**src/rtl/server_task_executor.sv**
```systemverilog
// Three-server task executor: queues per-server assignments, runs each for a fixed
// service time, reports completions round-robin over valid/ack. Option: TASK_EXEC_ERR_EN.
//
// state   | meaning
// IDLE    | nothing running; starts work when pending > 0
// BUSY    | task running, timer counting down to 0
// DONE    | task finished, waiting for its completion report to be acked
module server_task_executor #(
    parameter int SERVICE_CYCLES = 4,
    parameter int QUEUE_MAX      = 15
) (
    input  logic       clk,
    input  logic       reset,
    input  logic       assign_valid,
    input  logic [1:0] assign_server,
    output logic [2:0] assign_ready,
    output logic       done_valid,
    output logic [1:0] done_server,
    input  logic       done_ack,
    output logic [3:0] server3_pending,
    output logic [3:0] server2_pending,
    output logic [3:0] server1_pending,
    output logic [2:0] busy,
    output logic       all_idle
`ifdef TASK_EXEC_ERR_EN
    ,
    output logic [1:0] err_status
`endif
);

    typedef enum logic [1:0] {
        ST_IDLE,
        ST_BUSY,
        ST_DONE
    } state_t;

    localparam logic [3:0] TIMER_LOAD = 4'(SERVICE_CYCLES - 1);
    localparam logic [3:0] QMAX_C     = 4'(QUEUE_MAX);

    state_t     state_q [3];
    logic [3:0] timer_q [3];
    logic [3:0] pend_q  [3];
    logic [3:0] pend_d  [3];
    logic       done_valid_q;
    logic [1:0] done_server_q;
    logic [1:0] rr_q;

    logic [2:0] acc;
    logic [2:0] ret;
    logic [2:0] cand;
    logic       grant_vld;
    logic [1:0] grant_idx;
    logic       report_free;
    logic       full_hit;

    function automatic logic [1:0] rr_pick(input logic [1:0] base, input int k);
        int s;
        s = int'(base) + k;
        if (s >= 3) s = s - 3;
        if (s >= 3) s = s - 3;
        return 2'(s);
    endfunction

    always_comb begin
        acc       = '0;
        ret       = '0;
        cand      = '0;
        full_hit  = 1'b0;
        for (int i = 0; i < 3; i++) begin
            assign_ready[i] = (pend_q[i] < QMAX_C);
            acc[i] = assign_valid && (assign_server == 2'(i)) && assign_ready[i];
            if (assign_valid && (assign_server == 2'(i)) && !assign_ready[i])
                full_hit = 1'b1;
            ret[i] = done_valid_q && done_ack && (done_server_q == 2'(i));
            pend_d[i] = pend_q[i];
            if (acc[i] && !ret[i])
                pend_d[i] = pend_q[i] + 4'd1;
            else if (ret[i] && !acc[i])
                pend_d[i] = pend_q[i] - 4'd1;
            // A server finishing on this edge is eligible so the report appears without an extra cycle
            cand[i] = ((state_q[i] == ST_DONE) && !ret[i]) ||
                      ((state_q[i] == ST_BUSY) && (timer_q[i] == 4'd0));
        end
    end

    always_comb begin
        grant_vld = 1'b0;
        grant_idx = 2'd0;
        for (int k = 1; k <= 3; k++) begin
            if (!grant_vld && cand[rr_pick(rr_q, k)]) begin
                grant_vld = 1'b1;
                grant_idx = rr_pick(rr_q, k);
            end
        end
    end

    assign report_free = !done_valid_q || done_ack;

    always_ff @(posedge clk or negedge reset) begin
        if (!reset) begin
            for (int i = 0; i < 3; i++) begin
                state_q[i] <= ST_IDLE;
                timer_q[i] <= '0;
                pend_q[i]  <= '0;
            end
            done_valid_q  <= 1'b0;
            done_server_q <= 2'd0;
            rr_q          <= 2'd0;
        end else begin
            for (int i = 0; i < 3; i++) begin
                pend_q[i] <= pend_d[i];
                case (state_q[i])
                    ST_IDLE: begin
                        if (pend_q[i] != 4'd0) begin
                            state_q[i] <= ST_BUSY;
                            timer_q[i] <= TIMER_LOAD;
                        end
                    end
                    ST_BUSY: begin
                        if (timer_q[i] == 4'd0)
                            state_q[i] <= ST_DONE;
                        else
                            timer_q[i] <= timer_q[i] - 4'd1;
                    end
                    ST_DONE: begin
                        if (ret[i]) begin
                            if (pend_d[i] != 4'd0) begin
                                state_q[i] <= ST_BUSY;
                                timer_q[i] <= TIMER_LOAD;
                            end else begin
                                state_q[i] <= ST_IDLE;
                            end
                        end
                    end
                    default: state_q[i] <= ST_IDLE;
                endcase
            end
            if (report_free) begin
                done_valid_q <= grant_vld;
                if (grant_vld) begin
                    done_server_q <= grant_idx;
                    rr_q          <= grant_idx;
                end
            end
        end
    end

`ifdef TASK_EXEC_ERR_EN
    logic [1:0] err_q;

    always_ff @(posedge clk or negedge reset) begin
        if (!reset) begin
            err_q <= 2'b00;
        end else begin
            if (assign_valid && (assign_server == 2'd3))
                err_q[0] <= 1'b1;
            if (full_hit)
                err_q[1] <= 1'b1;
        end
    end

    assign err_status = err_q;
`else
    logic unused_full_hit;
    assign unused_full_hit = full_hit;
`endif

    always_comb begin
        busy = '0;
        for (int i = 0; i < 3; i++)
            busy[i] = (state_q[i] == ST_BUSY);
    end

    assign done_valid      = done_valid_q;
    assign done_server     = done_server_q;
    assign server3_pending = pend_q[0];
    assign server2_pending = pend_q[1];
    assign server1_pending = pend_q[2];
    assign all_idle        = (pend_q[0] == 4'd0) && (pend_q[1] == 4'd0) && (pend_q[2] == 4'd0);

endmodule

```
**config.mk**
```make
export PLATFORM = sky130hd
export DESIGN_NAME = server_task_executor
export DESIGN_NICKNAME = d
export VERILOG_FILES = /design/src/rtl/server_task_executor.sv
export SDC_FILE = /design/constraint.sdc
export NUM_CORES = 1
export LEC_CHECK = 0
export BUFFER_PORTS_ARGS = -buffer_cell sky130_fd_sc_hd__clkbuf_2
export CORE_UTILIZATION = 40
export DETAILED_ROUTE_END_ITERATION = 10
export GPL_ROUTABILITY_DRIVEN = 0
export PLACE_DENSITY_LB_ADDON = 0.15
export SYNTH_ARGS = -nofsm -noshare
export SYNTH_HDL_FRONTEND = slang
export SYNTH_SLANG_ARGS = --single-unit
```
**constraint.sdc**
```tcl
create_clock -name clk -period 3.2 [get_ports clk]
set_input_delay 0.32 -clock clk [delete_from_list [all_inputs] [get_ports clk]]
set_output_delay 0.32 -clock clk [all_outputs]
set_load 0.02 [all_outputs]
```
# Word level (Yosys, flattened, before mapping)
# Cells that the tools add are included.
# totals
ff_bits	33
input_bits	6
word_cells	198
output_inout_bits	22
# op_classes
n_eq_ne	25
magnitude_cmp	15
mux	60
n_addsub	21
reduce_logical	66
# ops
op	n
32-bit by 3-bit greater-or-equal comparator with 1-bit output (second input constant)	6
32-bit two-way mux	6
4-bit two-way mux	18
2-bit two-way mux	18
4-bit case mux with 3 select lines	3
1-bit logical AND	26
4-bit zero test	6
4-bit nonzero test	6
4-bit by 1-bit subtractor with 4-bit output (second input constant)	6
2-bit inequality test (second input constant)	9
2-bit case mux with 3 select lines	3
5-bit AND reduction	3
4-bit by 1-bit adder with 4-bit output (second input constant)	3
4-bit < comparator (second input constant)	3
2-bit by 1-bit inequality test with 1-bit output (second input constant)	6
2-bit by 1-bit subtractor with 2-bit output (second input constant)	6
3-bit by 2-bit subtractor with 4-bit output (second input constant)	3
2-bit by 1-bit == test with 1-bit output (second input constant)	5
2-bit == test (second input constant)	5
2-bit zero test	5
3-bit by 2-bit greater-or-equal comparator with 1-bit output (second input constant)	3
1-bit zero test	9
2-bit by 3-bit < comparator with 1-bit output (second input constant)	3
1-bit two-way mux	9
other kinds (7)	17

# Logic depth before layout (Yosys ltp)
# Gate-level depths: netlist of run 1.
# logic_depth
depth_word	17
mapped_depth	10
depth_no_buf	9

# Worst setup path before layout of run 1
# OpenSTA, ideal clock, no wires.
# synth_timing
path_type	register to register
start	reg pend_q, in the netlist server3_pending[0]
end	reg timer_q[9] in the netlist's numbering
t_required_ps	3075
stages_incl_launch_ff	9
n_path_buf	0
arrival_ps	2320
synth_period_minus_slack_ps	2446
slack_ps	754
setup_time_ps	125
cell_sequence	dfrtp_1 -> ha_1 -> nand3_2 -> a21oi_1 -> a22oi_2 -> xnor2_1 -> o41ai_2 -> inv_2 -> mux2_4
# synth_lines
element	line_no	rtl
start: declaration	42	logic [3:0] pend_q [3];
start signal: indexed assignment	111	pend_q[i] <= pend_d[i];
end signal: indexed assignment	123	timer_q[i] <= timer_q[i] - 4'd1;
end: declaration	41	logic [3:0] timer_q [3];

==> results of run 1 <==
## state kept, by name (all words and copies together) (netlist names)
register and cells:
server2_pending 4, server1_pending 4, rr_q 2, server3_pending 4, done_valid 1, timer_q 12, state_q 6
## metal layers
layer	vias to the layer above	share of wire (%)
li1	950	-
met1	859	50
met2	32	45
met3	7	3.4
met4	0	1.4
met5	-	0
## final cells by class
cell class	instances	area share, %
repair buffers	27	5.39
inverters	33	4.94
clock buffers	8	3.20
flip-flops and latches	33	33.0
multi-input cells	178	50.0
well taps	70	3.49
## per-stage QoR
stage,instances,cell area (sq um)
global route,349,2510
finish,349,2510
floorplan,246,2220
detailed placement,341,2430
global placement,341,2430
CTS,349,2510
## how the worst min path moves through the flow
| stage | from | endpoint | slack (ns) |
|---|---|---|---|
| after floorplan | reset | done_valid | 0.02 |
| after global placement | reset | server3_pending[1] | 0.48 |
| after detailed placement | reset | server3_pending[1] | 0.48 |
| after CTS | reset | server3_pending[1] | 0.17 |
| after global routing | reset | done_valid | 0.20 |
| final | reset | server3_pending[1] | 0.13 |
## kinds of logic after synthesis
family / Yosys count / share of synthesized area [%]
muxes: 6 / 3.16
buffers and inverters: 35 / 6.26
DFF: 33 / 37.2
AOI/OAI and AO/OA: 60 / 19.0
xor gates and xnor gates: 9 / 3.55
adders and majority gates: 16 / 9.02
and+or+nand+nor: 87 / 21.8
## cell usage in the layout (no fill, tap or decap), types with 4 or more instances in the layout
| cell | n |
|---|---|
| nand2_1 | 19 |
| inv_2 | 4 |
| nor3_1 | 9 |
| o31ai_1 | 5 |
| nand2b_1 | 4 |
| a31oi_1 | 4 |
| o21ai_1 | 5 |
| inv_1 | 29 |
| clkbuf_2 | 27 |
| clkbuf_8 | 5 |
| xnor2_1 | 7 |
| a21oi_1 | 10 |
| nor2_1 | 13 |
| o22ai_1 | 4 |
| nor2b_1 | 4 |
| and3_1 | 8 |
| o211ai_1 | 4 |
| o21ai_0 | 8 |
| dfrtp_1 | 33 |
| nand3_1 | 7 |
| ha_1 | 16 |
## power breakdown
part           switching (mW)  internal (mW)  leakage [nW]
sequential              0.248          0.616         0.401
clock                   0.149          0.155        0.0395
combinational           0.869          0.610         0.731
## worst max-delay path, cell delays in order, from the launching register on
cell and delay (ns):
dfrtp_1 0.40, inv_1 0.10, ha_1 0.28, and3_1 0.23, nor3_1 0.46, a22oi_1 0.20
xor2_1 0.31, a31oi_1 0.19, mux2_1 0.36
==> results_dict.tcl, run 1 <==
set metrics [dict create \
    clkSinkCount 33 \
    setup-tns-final_ns 0 \
    multiInputGateArea_sq_mm 0.00125 \
    crit_path_end "timer_q[5]" \
    setup_slack_ns 0.555 \
    drc_errors 0 \
    cts_buffer_depth 2 \
    netlist.area_leader.share_pct 37.2 \
    worstReg2RegStart "rr_q[1]" \
    seq_area_sq_um 826 \
    power_leakage_nw 1.17 \
    synth_area_leaders "dfrtp_1 37%, ha_1 9.0%, inv_1 4.9%" \
    reg2reg_slack_ns 0.55 \
    synthesis.nets 268 \
    async_flop_share_pct 100 \
    vdd_drop_max_v 0.000433 \
    use_met2_pct 25.6 \
    grt_pass1_wl_um 7730 \
    worstSetupPathType "reg -> reg" \
    io_pins 28 \
    drtIter0Drc 65 \
    setup_viol 0 \
    insertion_delay_ns 0.28 \
    die_x_um 76.5 \
    gr-usage-met3_pct 4.67 \
    post-place-ws_ns 0.567 \
    wl_per_cell_um 13.1 \
    wirelength_um 4590 \
    final.min_clock_period_ns 2.65 \
    start_kind "register" \
    dr.pass1.iters 4 \
    avgSynthCellArea_sq_um 9.02 \
    layout.nets 300 \
    fin_worst_skew_ns 0.00740 \
    postCtsSetupBuffers 0 \
    grt_pass1_vias 1668 \
    core_area_sq_mm 0.00524 \
    gr-max-usage-layer "met2" \
    cts_tree "yes" \
    ant_nets 0 \
    cts_resized 0 \
    cp-startpoint "rr_q[1]" \
    yosys-top-cells-count "33 x dfrtp_1, 29 x inv_1, 19 x nand2_1" \
    numPortBuffers 27 \
    grt_usage_pct 16.8 \
    holdWs_ns 0.134 \
    dieArea_sq_mm 0.00585 \
    antenna_found_initial 0 \
    end_kind "register" \
    status "finished clean" \
    fillers 518 \
    synth.most_common_cell "dfrtp_1" \
    clkTransAtPathRegs_ns 0.07 \
    timing_hold_violations_final 0 \
    cap_violations 0 \
    hpwl_um 3480 \
    root_buffer "clkbuf_8" \
    syn_to_final_growth_pct 13.0 \
    finish.utilization_pct 47.9 \
    synthCells 246 \
    yosysWarnings 0 \
    power_density_mw_per_mm2 1060 \
    synth_edf_count 0 \
    max_freq_ghz 0.378 \
    ys_seq_elements 33 \
    worst_pin_slew_ns 0.848 \
    start_util_pct 42.4 \
    total_power_mw 2.65 \
    drive_gt1_share_pct 16.8 \
    slew_violations 0 \
    rows 26 \
    ys_seq_area_share_pct 37.2 \
    vias 1848 \
    crit_required_ns 3.37 \
    die_h_um 76.5 \
    yosysUniqueCellTypes 54 \
    vias_per_cell 5.30 \
    grt_setup_unrepaired "false" \
    worstPathMaxFanout 8 \
    h-tree-depth 2 \
    cts_buffers 5 \
    synth_ff_type "dfrtp_1" \
    met1_usage_pct 22.6 \
    grt_max_degree 34 \
    slew_headroom_pct 43.5 \
    hold_path_class "in -> async" \
    arrival_ns 2.81 \
    antenna_cells 0 \
    synth_area_sq_mm 0.00222 \
    finalCritPeriodShare_pct 82.7 \
    overflow 0 \
    reg2reg_to "timer_q[5]" \
    ff2ff_path_depth 8 \
    cts_hold_buffers 0 \
    yosys.area.top_type "dfrtp_1" \
]
Power figures use the tool's default switching activity.
==> run 2, diff against run 1 <==
==> constraint.sdc (replaced) <==
create_clock -name clk -period 2.48 [get_ports clk]
set_input_delay 0.248 -clock clk [delete_from_list [all_inputs] [get_ports clk]]
set_output_delay 0.248 -clock clk [all_outputs]
set_load 0.02 [all_outputs]
==> run 2 against run 1 <==
Against the previous run: maximum frequency grew 13%; first-iteration DRC count is 15% lower; global-route usage up 1.2 points; flip-flop and latch count unchanged; hold slack lost 0.084 ns; sequential power grew 22%; die area unchanged; register-to-register slack got worse by 0.42 ns; sequential share of layout area shrank 2.6 points; worst setup slack worse by 0.42 ns; cell count rose by 4.6%; count of clock-buffer cells in the layout down 2; critical path type unchanged; critical endpoint is now timer_q[9].
==> results_dict.tcl, run 2 (same netlist as run 1, synthesis figures left out) <==
set metrics [dict create \
    gr-max-usage-layer "met2" \
    setup_slack_ns 0.137 \
    dieArea_sq_mm 0.00585 \
    die_x_um 76.5 \
    final.min_clock_period_ns 2.34 \
    numPortBuffers 27 \
    met1_usage_pct 23.6 \
    crit_required_ns 2.65 \
    rows 26 \
    io_pins 28 \
    post-place-ws_ns 0.120 \
    root_buffer "clkbuf_8" \
    insertion_delay_ns 0.29 \
    cts_tree "yes" \
    drive_gt1_share_pct 26.1 \
    clkSinkCount 33 \
    finalCritPeriodShare_pct 94.5 \
    antenna_found_initial 0 \
    cp_cell_sequence "inv_1 -> ha_2 -> nand3_2 -> and3_4 -> a22oi_2 -> xnor2_1 -> o41ai_2 -> inv_2 -> mux2_4" \
    status "finished clean" \
    timing_hold_violations_final 0 \
    dp_cells 354 \
    worstPathMaxFanout 6 \
    hpwl_um 3550 \
    largestRegisters "timer_q (12), state_q (6)" \
    power.switching_mw 1.74 \
    fillers 488 \
    wirelength_um 4820 \
    layout.nets 316 \
    final_common_cell "dfrtp_1" \
    syn_to_final_growth_pct 22.5 \
    fin_cells 365 \
    top_register "timer_q" \
    vias 1936 \
    max_freq_ghz 0.427 \
    setup_viol 0 \
    gr-usage-met3_pct 3.59 \
    grt_max_degree 34 \
    drtIter0Drc 55 \
    mostFrequentLayoutCells "33 x dfrtp_1, 28 x inv_1, 27 x clkbuf_2" \
    die_h_um 76.5 \
    antenna_cells 0 \
    slew_headroom_pct 43.5 \
    seq_area_sq_um 826 \
    vdd_drop_max_v 0.000742 \
    power_leakage_nw 1.27 \
    power_frac_comb_pct 58.6 \
    power_density_mw_per_mm2 1410 \
    cp_slowest_stage_delay_ns 0.43 \
    worstSetupPathType "reg -> reg" \
    start_util_pct 42.4 \
    cts_buffer_depth 2 \
    seqPwrFrac_pct 27.5 \
    swShare_pct 45.4 \
    overflow 0 \
    end_kind "register" \
    grt_pass1_wl_um 8420 \
    multiInputGateArea_sq_mm 0.00131 \
    worst_pin_slew_ns 0.848 \
    use_met2_pct 29.4 \
    vias_per_cell 5.30 \
    cap_violations 0 \
    h-tree-depth 2 \
    ff2ff_path_depth 9 \
    cts_hold_buffers 0 \
    largest_reg_flops 12 \
    slew_violations 0 \
    ant_nets 0 \
    dr.pass1.iters 4 \
    core_area_sq_mm 0.00524 \
    arrival_ns 2.51 \
    wl_per_cell_um 13.2 \
    start_kind "register" \
    cpMaxStageDelayCell "dfrtp_1" \
    drc_errors 0 \
    fin_worst_skew_ns 0.00840 \
    clkTransAtPathRegs_ns 0.08 \
    p_int_mw 2.09 \
    clkPwrFrac_pct 13.9 \
    grt_pass1_vias 1822 \
    cts_buffers 5 \
    grt_usage_pct 18.0 \
    hold_path_class "in -> async" \
]
[run 2: power groups by stage]
stage | Sequential (mW) | Combinational, mW | Clock [mW]
6_report | 1.05 | 2.24 | 0.534
2_1_floorplan | 1.19 | 1.35 | 0
4_1_cts | 1.05 | 2.14 | 0.546
5_1_grt | 1.10 | 2.52 | 0.577
3_5_place_dp | 1.05 | 2.13 | 0
3_3_place_gp | 1.05 | 2.11 | 0
[run 2: critical path, delay by kind of cell (launching register included)]
| family | cells | cell delay, ns |
|---|---|---|
| AOI/OAI and AO/OA | 2 | 0.59 |
| xor gates and xnor gates | 1 | 0.12 |
| adders and majority gates | 1 | 0.21 |
| buffers and inverters | 2 | 0.24 |
| DFF | 1 | 0.43 |
| muxes | 1 | 0.31 |
| and+or+nand+nor | 2 | 0.33 |
[run 2: area by class of cell]
type                    count  area share, %
clock buffers               6           3.04
clock inverters             2           1.38
inverters                  33           4.56
multi-input cells         178           48.0
flip-flops and latches     33           30.4
well taps                  70           3.22
repair buffers             43           9.39
[run 2: stage by stage]
| stage | instance area, sq um | TNS [ns] | power (mW) | util [%] | hold WS (ns) |
|---|---|---|---|---|---|
| finish | 2720 | 0 | 3.83 | 51.9 | 0.0494 |
| detailed placement | 2520 | 0 | 3.18 | 48.2 | 0.405 |
| global placement | 2520 | 0 | 3.16 | 48.2 | 0.406 |
| global route | 2720 | -0.0132 | 4.19 | 51.9 | 0.129 |
| CTS | 2640 | 0 | 3.73 | 50.5 | 0.0847 |
| floorplan | 2220 | 0 | 2.54 | - | -0.0476 |
[run 2: what timing repair did]
item	CTS	global route
buffers inserted	0	3
endpoints found under the setup margin	0	12
gates resized for setup	0	12
endpoints found under the hold margin	0	0
[run 2: metal layers]
layer,share of wire [%],wire length [um]
met4,1.3,64
met5,0,0
met2,47,2260
met3,2.1,103
met1,50,2390
[run 2: final timing paths]
check	startpoint	end	slack (ns)
setup / recovery	rr_q[0]	timer_q[9]	0.14
hold / removal	reset	server3_pending[0]	0.05
setup reg to reg	rr_q[0]	timer_q[9]	0.14
hold reg to reg	timer_q[8]	timer_q[8]	0.48
max in group asynchronous	reset	timer_q[4]	1.89
min in group clk	done_ack	done_valid	0.40
==> run 3, diff against run 2 <==
--- a/config.mk
+++ b/config.mk
@@ -6,6 +6,8 @@
 export NUM_CORES = 1
 export LEC_CHECK = 0
 export BUFFER_PORTS_ARGS = -buffer_cell sky130_fd_sc_hd__clkbuf_2
+export CELL_PAD_IN_SITES_DETAIL_PLACEMENT = 0
+export CELL_PAD_IN_SITES_GLOBAL_PLACEMENT = 1
 export CORE_UTILIZATION = 40
 export DETAILED_ROUTE_END_ITERATION = 10
 export GPL_ROUTABILITY_DRIVEN = 0
==> run 3 against run 2 <==
Against the previous run: sequential share of layout area rose by 0.73 points; critical path type unchanged; largest cell class unchanged; wire length barely moved; critical path depth did not move; cell area fell by 2.3%; cell count fell by 0.55%; first-iteration DRC count fell by 20%; largest power group unchanged; clock power fell by 26%; clock skew barely moved.
==> results_dict.tcl, run 3 (same netlist as run 1, synthesis figures left out) <==
set metrics [dict create \
    status "finished clean" \
    final.min_clock_period_ns 2.33 \
    vdd_drop_max_v 0.000738 \
    post-place-ws_ns 0.115 \
    postLayoutCellArea_sq_mm 0.00265 \
    dp_cells 355 \
    antenna_cells 0 \
    cts_buffers 5 \
    finalCritPeriodShare_pct 94.0 \
    drc_errors 0 \
    setup-tns-final_ns 0 \
    cts_tree "yes" \
    finish.utilization_pct 50.7 \
    worstReg2RegStart "rr_q[0]" \
    setup_viol 0 \
    largest_reg_flops 12 \
    root_buffer "clkbuf_8" \
    worstPathMaxFanout 5 \
    cts_buffer_depth 2 \
    holdWs_ns 0.0520 \
    io_pins 28 \
    vias_per_cell 5.23 \
    dr.pass1.iters 4 \
    seq_area_sq_um 826 \
    syn_to_final_growth_pct 19.6 \
    start_util_pct 42.4 \
    antenna_found_initial 0 \
    grt_max_degree 34 \
    fillers 521 \
    h-tree-depth 2 \
    crit_required_ns 2.65 \
    worst_pin_slew_ns 0.858 \
    hold_path_class "in -> async" \
    overflow 0 \
    start_kind "register" \
    wl_per_cell_um 13.3 \
    clkTransAtPathRegs_ns 0.07 \
    largestRegisters "timer_q (12), state_q (6)" \
    total_power_mw 3.61 \
    top_register "timer_q" \
    wirelength_um 4810 \
    numPortBuffers 27 \
    core_area_sq_mm 0.00524 \
    cts_hold_buffers 0 \
    die_h_um 76.5 \
    slew_headroom_pct 42.8 \
    grt_pass1_vias 1822 \
    rows 26 \
    max_freq_ghz 0.429 \
    ff2ff_path_depth 9 \
    fin_worst_skew_ns 0.00867 \
    place_area_sq_mm 0.00253 \
    power_density_mw_per_mm2 1360 \
    grt_usage_pct 18.2 \
    grt_setup_unrepaired "false" \
    layout.nets 314 \
    vias 1899 \
    power_leakage_nw 1.24 \
    slew_violations 0 \
    end_kind "register" \
    multiInputGateArea_sq_mm 0.00129 \
    final_common_cell "dfrtp_1" \
    clkSinkCount 33 \
    timing_hold_violations_final 0 \
    insertion_delay_ns 0.29 \
    arrival_ns 2.50 \
    fin_cells 363 \
    die_x_um 76.5 \
    ant_nets 0 \
    reg2reg_slack_ns 0.15 \
    mostFrequentLayoutCells "33 x dfrtp_1, 29 x inv_1, 27 x clkbuf_2" \
    worstSetupPathType "reg -> reg" \
    reg2reg_to "timer_q[9]" \
    cap_violations 0 \
    drtIter0Drc 44 \
    drive_gt1_share_pct 23.5 \
    dieArea_sq_mm 0.00585 \
    grt_pass1_wl_um 8490 \
    setup_slack_ns 0.150 \
    hpwl_um 3650 \
]
## run 3: where the power goes
group / switching [mW] / internal [mW]
clock network: 0.201 / 0.194
logic: 1.26 / 0.920
registers: 0.239 / 0.795
## run 3: area by class of cell
class                      instances  share of cell area, %
multi-input combinational        178                   48.8
tap                               70                   3.30
clock buffer                       6                   2.73
timing repair buffer              41                   9.05
sequential                        33                   31.1
inverter                          33                   4.67
clock inverter                     2                  0.377
## run 3: how the worst max path moves through the flow
stage | from | to | cells past startpoint | slack [ns]
global route | rr_q[0] | timer_q[9] | 9 | 0.02
finish | rr_q[0] | timer_q[9] | 9 | 0.15
global placement | rr_q[0] | timer_q[9] | 9 | 0.17
floorplan | server3_pending[0] | timer_q[9] | 8 | 0.03
CTS | rr_q[0] | timer_q[2] | 8 | 0.13
detailed placement | rr_q[0] | timer_q[3] | 9 | 0.11
## run 3: critical path, stage by stage (launching register included)
cell,delay [ns]
dfrtp_1,0.42
inv_1,0.12
ha_1,0.19
nand3_2,0.11
and4_1,0.23
a31oi_1,0.18
xnor2_1,0.12
o41ai_2,0.43
inv_2,0.11
mux2_4,0.31
## run 3: repair_timing
action                     in CTS  in global routing
setup endpoints to repair       0                  6
resized for setup               0                  7
setup buffers                   0                  0
hold endpoints to repair        0                  0
## run 3: routing by layer
metal / GRT usage, % / share of wire (%)
met3: 4.19 / 3.9
met2: 29.1 / 47
met1: 24.2 / 48
met4: 6.35 / 1.3
met5: 0 / 0
